<file path="src/rtl/logic4_deser.sv">
// Serial 2-bit-symbol to 4-state word deserializer with SOF framing and a valid/ready output hold.
// Optional frame parity symbol is enabled by defining LOGIC4_DESER_PARITY_EN.
module logic4_deser #(
  parameter int WORD_SYMS = 8
) (
  input  logic                 clk,
  input  logic                 rst_n,
  input  logic                 in_valid,
  output logic                 in_ready,
  input  logic                 in_sof,
  input  logic [1:0]           in_sym,
  output logic                 out_valid,
  input  logic                 out_ready,
  output logic [WORD_SYMS-1:0] out_data,
  output logic                 out_err,
  output logic [7:0]           drop_cnt
);

  localparam int IW = $clog2(WORD_SYMS + 1);
`ifdef LOGIC4_DESER_PARITY_EN
  localparam int FLEN = WORD_SYMS + 1;
`else
  localparam int FLEN = WORD_SYMS;
`endif

  typedef enum logic [1:0] {IDLE, COLLECT, HOLD} state_t;

  state_t          state, state_d;
  logic [IW-1:0]   idx;
  logic            acc, start, restart, last;

  function automatic logic dec(input logic [1:0] s);
    case (s)
      2'b00:   dec = 1'b0;
      2'b01:   dec = 1'b1;
      2'b10:   dec = 1'bz;
      default: dec = 1'bx;
    endcase
  endfunction

  always_ff @(posedge clk or negedge rst_n) begin
    if (!rst_n) state <= IDLE;
    else        state <= state_d;
  end

  // in_ready is gated by rst_n so it is low throughout reset and high right after release
  always_comb begin
    in_ready = rst_n && ((state != HOLD) || out_ready);
    acc      = in_valid && in_ready;
    state_d  = state;
    start    = 1'b0;
    restart  = 1'b0;
    last     = 1'b0;
    case (state)
      IDLE: if (acc && in_sof) begin
        start   = 1'b1;
        state_d = COLLECT;
      end
      COLLECT: if (acc) begin
        if (in_sof) begin
          start   = 1'b1;
          restart = 1'b1;
        end else if (idx == IW'(FLEN - 1)) begin
          last    = 1'b1;
          state_d = HOLD;
        end
      end
      HOLD: if (out_ready) begin
        state_d = IDLE;
        if (acc && in_sof) begin
          start   = 1'b1;
          state_d = COLLECT;
        end
      end
      default: state_d = IDLE;
    endcase
  end

  assign out_valid = (state == HOLD);

`ifdef LOGIC4_DESER_PARITY_EN
  logic par_acc;
`endif

  always_ff @(posedge clk or negedge rst_n) begin
    if (!rst_n) begin
      idx      <= '0;
      out_data <= '0;
      drop_cnt <= '0;
`ifdef LOGIC4_DESER_PARITY_EN
      par_acc  <= 1'b0;
      out_err  <= 1'b0;
`endif
    end else if (start) begin
      idx <= IW'(1);
      for (int k = 0; k < WORD_SYMS; k++)
        out_data[k] <= (k == 0) ? dec(in_sym) : 1'b0;
      if (restart && (drop_cnt != 8'hff)) drop_cnt <= drop_cnt + 8'd1;
`ifdef LOGIC4_DESER_PARITY_EN
      par_acc <= (in_sym == 2'b01);
`endif
    end else if ((state == COLLECT) && acc) begin
      for (int k = 0; k < WORD_SYMS; k++)
        if (idx == IW'(k)) out_data[k] <= dec(in_sym);
      idx <= last ? '0 : idx + IW'(1);
`ifdef LOGIC4_DESER_PARITY_EN
      // only symbols that decode to 1 contribute; z and x count as 0
      if (last) out_err <= (in_sym != {1'b0, par_acc});
      else      par_acc <= par_acc ^ (in_sym == 2'b01);
`endif
    end
  end

`ifndef LOGIC4_DESER_PARITY_EN
  assign out_err = 1'b0;
`endif

endmodule

</file>
<file path="config.mk">
export PLATFORM = sky130hd
export DESIGN_NAME = logic4_deser
export DESIGN_NICKNAME = d
export VERILOG_FILES = /design/src/rtl/logic4_deser.sv
export SDC_FILE = /design/constraint.sdc
export NUM_CORES = 1
export LEC_CHECK = 0
export ABC_CLOCK_PERIOD_IN_PS = 2040
export CAP_MARGIN = 10
export CORE_MARGIN = 2
export CORE_UTILIZATION = 50
export CTS_CLUSTER_SIZE = 16
export DETAILED_ROUTE_END_ITERATION = 6
export PLACE_DENSITY_LB_ADDON = 0.3
export RECOVER_POWER = 25
export SYNTH_ARGS = -nofsm -noshare
export SYNTH_HDL_FRONTEND = slang
export SYNTH_SLANG_ARGS = --single-unit
</file>
<file path="constraint.sdc">
create_clock -name clk -period 2.04 [get_ports clk]
set_input_delay 0.408 -clock clk [delete_from_list [all_inputs] [get_ports clk]]
set_output_delay 0.408 -clock clk [all_outputs]
set_load 0.02 [all_outputs]
</file>
# After elaboration in Yosys (flattened, before gate mapping)
# Cells that the tools add are included.
[word_totals]
register_bits = 22
out_inout_bits = 19
input_bits = 7
word_cells = 90
[op_classes]
eq_ne = 18
n_mux = 31
n_reduce_logical = 28
add_sub_neg = 2
[ops]
columns = ["operator", "n"]
rows = [
  ["$mux 1", 18],
  ["$reduce_and 2->1", 9],
  ["$reduce_bool 2->1", 9],
  ["$eq 4x3->1 const B", 4],
  ["$mux 8", 2],
  ["$mux 4", 3],
  ["$mux 2", 5],
  ["$ne 2x2->1 const B", 5],
  ["$add 8x1->8 const B", 1],
  ["$eq 4x2->1 const B", 2],
  ["$ne 8x8->1 const B", 1],
  ["$pmux 1 s3", 2],
  ["$pmux 2 s3", 1],
  ["$logic_and 1x1->1", 5],
  ["$reduce_and 5->1", 1],
  ["$add 4x1->4 const B", 1],
  ["$eq 2x1->1 const B", 2],
  ["$eq 2x2->1 const B", 2],
  ["$eq 4x1->1 const B", 1],
  ["$logic_not 2->1", 2],
  ["$logic_not 4->1", 1],
  ["$ne 2x1->1 const B", 1],
  ["$logic_or 1x1->1", 1],
]

# Longest topological paths before layout
# Gate-level depths: netlist of run 1.
[logic_depth]
word_depth = 10
ltp_mapped = 5
depth_no_buf = 5

# Least setup slack after synthesis of run 1
# No wires, ideal clock.
[synth_path]
path_type = "reg-to-output"
from = "register state[1]"
to = "output in_ready"
n_path_buf = 0
arrival_ns = 1.192
stages_incl_launch_ff = 3
required_ns = 1.632
path_slack_ns = 0.440
path_cell_list = "dfrtp_1 -> nor2b_1 -> a21boi_0"
[synth_between]
elab_chain_len = 3
[synth_lines]
columns = ["element", "line_no", "text"]
rows = [
  ["from (decl)", "28", "state_t state, state_d;"],
  ["from (signal assigned)", "43", "else state <= state_d;"],
  ["$ne 2x2->1", "48", "in_ready = rst_n && ((state != HOLD) || out_ready);"],
  ["$logic_or 1x1->1", "48", ""],
  ["$logic_and 1x1->1", "48", ""],
  ["to (decl)", "9", "output logic in_ready,"],
]
# Every way passes these cells.

# Worst setup path in the final report of run 1
[layout_path]
from = "input rst_n"
to = "output in_ready"
[layout_between]
elab_chain_len = 1
[layout_lines]
columns = ["element", "line_no", "text"]
rows = [
  ["from (decl)", "7", "input logic rst_n,"],
  ["$logic_and 1x1->1", "48", ""],
]
# Every way passes these cells.

==> metrics.txt, run 1 <==
worst path required time=1630 ps; Mapped Cells=114; Place WS=-106 ps; Worst path slowest cell=dlygate4sd3_1; Filler Cells Inserted=187; commonest non-fill, non-tap cell in the layout=dfrtp_1; Clock Path Buffers=2; pwr dens=1030 nW/um^2; minimum clock period=1910 ps; Num CTS Buffers=3; Fmax=523 MHz; Worst-Margin Slew=572 ps; Synth Area in Adders=0.0512; Post-DRT Antenna Nets=0; hpwl dp=2080 um; worst skew pair latency=310 ps; Die ar.=2850 um^2; post-synthesis mux area share=0.0727; die outline width=53.4 um; post-route setup slack=130 ps; GPL Wtd Cong=0.860; count of cell types in the netlist=36; largest net degree at the start of global routing=14; Worst setup SP type=primary input; Die H=53.4 um; initial antenna violation count=0; cell area after synthesis=1220 um^2; Yosys reg bits=22; Worst Path Max Fanout=2; # setup viols final=0; global-route wire length before repair=4450 um; Max H-tree Level=1; commonest cells after routing, fill and taps aside=dfrtp_1, clkdlybuf4s50_1, nand3_1; DRC errors left=0; Routed WL=2660 um; Seq/Total Area, Yosys=0.451; cell total after placement=170; Synth Area in Compound Gates=0.127; vias in the first global route=959; antenna cells=0; core area=2250 um^2; Area Overhead vs Synth=29.3%; area of the multi-input gates=624 um^2; max-cap violations=0; unrepaired setup endpoints after global routing=no; routed via count=963; FF-to-FF Start=idx[1]; max incr delay on CP=550 ps; clk sinks=22; GRT Residual Overflow=0; clock slew at reported path FFs=130 ps; Syn Nets=126; Fin. Hold Viols=0; count of nets after finishing=159; number of vias per cell=5.53; final period utilization=0.936; Clock Tree Root=clkbuf_4; Iteration-0 DRC Markers=11; Post-Synth Simple-Gate Area=0.214; xor/xnor share of the synthesized area=0.0430; clock skew=10.4 ps; Cell Rows=17; final core occ=0.700; Non-Filler Instances=174; largest family of logic cells by synthesized area=simple AND/OR/NAND/NOR gates; slew margin rel.=0.619; share of cells above drive strength 1=0.164; CTS tree=done; run status=finished clean; CP arrival=1500 ps; # IOs=26; Mean Syn Cell Area=10.7 um^2; Critical Path Source=rst_n; initial core utilization=0.542; type of the tightest min-delay check=primary input to async pin; CP Capture Type=output pin; worst vdd ir=844 uV; kind of critical path=primary input to output pin; CP Cell Sequence=dlygate4sd3_1 -> a21boi_0 -> dlygate4sd2_1; port bufs=24; wire per inst=15.3 um; setup TNS=0 ps; YS warnings=0; final slew viol count=0; Leak=0.000764 uW; register area=551 um^2; Initial DRT Pass Iterations=4; Overall Global Routing Usage=0.219
[sequential cells by signal, indices dropped and copies added, names as in the netlist]
name and cells:
state 2, idx 4, out_data 8, drop_cnt 8
[area by class of cell]
cell class	count	share of cell area
Clock buffer	3	0.0143
Clock inverter	1	0.0190
Inverter	5	0.0119
Multi-Input combinational cell	82	0.395
Sequential cell	22	0.349
Tap cell	28	0.0222
Timing Repair Buffer	33	0.189
[power by group]
group	total (uW)	switching (uW)	internal (uW)
clock	331	132	199
combinational	625	322	303
sequential	663	128	535
[critical path: cells and delay by family]
kind                   cells  cell delay, ps
AO/OA/AOI/OAI              1             190
buffers and inverters      2             900
[cell families (layout without fill, tap and decap cells)]
kind of cell	Yosys count	in the layout
buf+inv	10	42
simple gates	44	44
flops	22	22
xor+xnor	6	6
compound gates	18	18
fa+ha+maj	5	5
other cells	1	1
mux	8	8
[per-stage QoR]
stage / total power, uW / cell area [um^2] / hold WS [ps]
floorplan: 1030 / 1220 / 112
global placement: 1260 / 1540 / 503
detailed placement: 1300 / 1540 / 517
CTS: 1630 / 1590 / 422
global route: 1720 / 1580 / 499
finish: 1620 / 1580 / 486
[cell usage after synthesis]
cell type,count,area (um^2)
a21boi_0,1,7.51
conb_1,1,3.75
a21oi_1,5,25.0
nor2_1,10,37.5
inv_1,5,18.8
mux2_2,3,33.8
clkbuf_1,2,7.51
nand4_1,3,18.8
nand2_1,4,15.0
a211o_1,1,8.76
o211ai_4,1,21.3
and3_1,2,12.5
nand3_1,13,65.1
nand2b_1,1,6.26
buf_4,2,15.0
nor3_4,1,16.3
buf_2,1,5.00
a21oi_2,1,8.76
and4bb_2,1,12.5
and4b_1,1,10.0
nor3_1,2,10.0
a22oi_1,1,7.51
nand4b_4,1,23.8
xor2_1,3,26.3
o21ai_0,2,10.0
ha_1,5,62.6
dfrtp_1,22,551
and2b_1,1,7.51
mux2_4,1,15.0
xnor2_1,3,26.3
a22o_1,2,17.5
nor2b_1,3,18.8
a21boi_4,1,18.8
mux2i_1,4,40.0
a21bo_2,3,30.0
or4_1,1,7.51
[routing by layer]
layer	GRT usage	up-vias	routed length, um
li1	-	465	-
met4	0.0769	0	40
met1	0.281	471	1170
met2	0.379	22	1340
met5	0	-	0
met3	0.0254	5	114
[worst paths after layout]
kind | endpoint | slack, ps | cells after the start
hold reg to reg | out_data[6] | 540 | 2
setup reg to reg | idx[3] | 430 | 4
hold / removal | drop_cnt[2] | 490 | 2
setup / recovery | in_ready | 130 | 3
max in group asynchronous | out_data[1] | 810 | 3
min in group clk | out_data[6] | 540 | 2
[what timing repair did]
item                       CTS  global route
hold buffers                 0             0
resized for setup            2             0
buffers inserted             0             0
setup endpoints to repair    2             0
No activity file was read; power rests on OpenSTA's default activity.
==> inputs of run 2 (changes only) <==
- RECOVER_POWER: 25 -> not set
==> metrics.txt, run 2 (synthesis gave the netlist of run 1 again) <==
GRT Residual Overflow=0 (unchanged); share of cells above drive strength 1=0.178 (was 0.164); Worst Setup EP=in_ready (unchanged); worst vdd ir=846 uV (was 844 uV); Non-Filler Instances=174 (unchanged); vias in the first global route=959 (unchanged); number of cells on the critical path=4 (was 3); Max H-tree Level=1 (unchanged); Worst setup SP type=primary input (unchanged); largest net degree at the start of global routing=14 (unchanged); reg-to-reg setup timing slack=430 ps (about the same); Fmax=540 MHz (was 523 MHz); hpwl dp=2080 um (unchanged); final period utilization=0.908 (was 0.936); Critical R2R Capture=idx[3] (unchanged); Num CTS Buffers=3 (unchanged); number of vias per cell=5.52 (was 5.53); worst path bufs/invs=3 (was 2); port bufs=24 (unchanged); max-cap violations=0 (unchanged); run status=finished clean (unchanged); initial core utilization=0.542 (unchanged); Fin. Hold Viols=0 (unchanged); Worst path slowest cell=clkdlybuf4s50_1 (was dlygate4sd3_1); type of the tightest min-delay check=primary input to async pin (unchanged); unrepaired setup endpoints after global routing=no (unchanged); max incr delay on CP=470 ps (was 550 ps); commonest cells after routing, fill and taps aside=dfrtp_1, clkdlybuf4s50_1, nand3_1 (unchanged); worst path required time=1630 ps (about the same); Clock Path Buffers=2 (unchanged); Post-DRT Antenna Nets=0 (unchanged); Hold Buf Count CTS=0 (unchanged); Die ar.=2850 um^2 (unchanged); cell total after placement=170 (unchanged); antenna cells=0 (unchanged); Initial DRT Pass Iterations=4 (unchanged); die outline width=53.4 um (unchanged); CP arrival=1440 ps (was 1500 ps); wire per inst=15.4 um (was 15.3 um); Iteration-0 DRC Markers=12 (was 11); CP Cell Sequence=clkdlybuf4s50_1 -> inv_1 -> a21boi_0 -> dlygate4sd2_1 (was dlygate4sd3_1 -> a21boi_0 -> dlygate4sd2_1); pwr dens=1020 nW/um^2 (was 1030 nW/um^2); minimum clock period=1850 ps (was 1910 ps); clock skew=9.61 ps (was 10.4 ps); Leak=0.000771 uW (was 0.000764 uW); Clock Tree Root=clkbuf_4 (unchanged); # setup viols final=0 (unchanged); kind of critical path=primary input to output pin (unchanged); slew margin rel.=0.647 (was 0.619); CP Capture Type=output pin (unchanged); Overall Global Routing Usage=0.219 (unchanged); clock slew at reported path FFs=130 ps (about the same); # IOs=26 (unchanged); GPL Wtd Cong=0.860 (unchanged); core area=2250 um^2 (unchanged); setup TNS=0 ps (unchanged); biggest regs=drop_cnt x8, out_data x8, idx x4 (unchanged); Worst Path Max Fanout=2 (unchanged); Worst-Margin Slew=528 ps (was 572 ps); clk sinks=22 (unchanged); CTS tree=done (unchanged); initial antenna violation count=0 (unchanged); Cell Rows=17 (unchanged); Area Overhead vs Synth=29.9% (was 29.3%); final slew viol count=0 (unchanged); routed via count=960 (was 963); worst skew pair latency=310 ps (about the same); largest delay contributor family on the critical path=buffers and inverters (unchanged); global-route wire length before repair=4450 um (unchanged); Critical Path Source=out_ready (was rst_n); worst reg-to-reg path cell count=4 (unchanged); FF-to-FF Start=idx[1] (unchanged); Die H=53.4 um (unchanged); count of nets after finishing=159 (unchanged); DRC errors left=0 (unchanged); Routed WL=2670 um (was 2660 um)
## run 2: cell count changes in the layout (fill, tap and decap cells not counted)
cell             previous run  this run
buf_4                       7         9
clkbuf_1                    2         0
clkdlybuf4s50_1            21        22
dlygate4sd3_1               1         0
## run 2: worst reg2reg max path: stages, from the launching register on
cell and delay [ps]:
dfrtp_1 460, ha_1 280, and4bb_2 280, or4_1 400
a21oi_1 130
## run 2: worst min-delay path by stage
stage / start / endpoint / slack [ps] / depth (start not counted)
6_report: rst_n / drop_cnt[2] / 420 / 2
5_1_grt: rst_n / drop_cnt[2] / 430 / 2
4_1_cts: rst_n / state[0] / 420 / 2
3_5_place_dp: out_data[5] / out_data[5] / 520 / 2
3_3_place_gp: drop_cnt[6] / drop_cnt[6] / 500 / 1
2_1_floorplan: rst_n / drop_cnt[0] / 110 / 0
## run 2: stage by stage
stage | hold slack [ps] | instance area [um^2] | power, uW | utilization | setup WS (ps)
2_1_floorplan | 112 | 1220 | 1030 | - | 440
3_3_place_gp | 503 | 1540 | 1260 | 0.681 | -65.8
3_5_place_dp | 517 | 1540 | 1300 | 0.681 | -106
4_1_cts | 422 | 1590 | 1630 | 0.704 | 173
5_1_grt | 427 | 1590 | 1720 | 0.704 | 131
6_report | 416 | 1590 | 1620 | 0.704 | 188
## run 2: layout make-up
class / count / area (um^2)
clock buffers: 3 / 22.5
clock inverters: 1 / 30.0
fillers: 188 / 668
inverters: 5 / 18.8
multi-input cells: 82 / 624
flip-flops and latches: 22 / 551
well taps: 28 / 35.0
repair buffers: 33 / 305
## run 2: what timing repair did
item | CTS | global route
setup buffers | 0 | 0
endpoints found under the setup margin | 2 | 0
gates resized for setup | 2 | 0
## run 2: metal layers
layer / vias up / global-route usage / part of all wire
li1: 465 / - / -
met1: 469 / 0.281 / 0.44
met2: 21 / 0.379 / 0.50
met3: 5 / 0.0254 / 0.040
met4: 0 / 0.0769 / 0.016
met5: - / 0 / 0
## run 2: where the power goes
part / leakage, uW / switching (uW) / internal, uW
sequential: 0.000286 / 128 / 535
combinational: 0.000457 / 323 / 305
clock: 0.0000279 / 132 / 199
==> inputs of run 3 (changes only) <==
- ABC_CLOCK_PERIOD_IN_PS: 2040 -> not set
- CAP_MARGIN: 10 -> 20
==> results of run 3 <==
Final layout, timing and power as in run 2 (identical DEF).
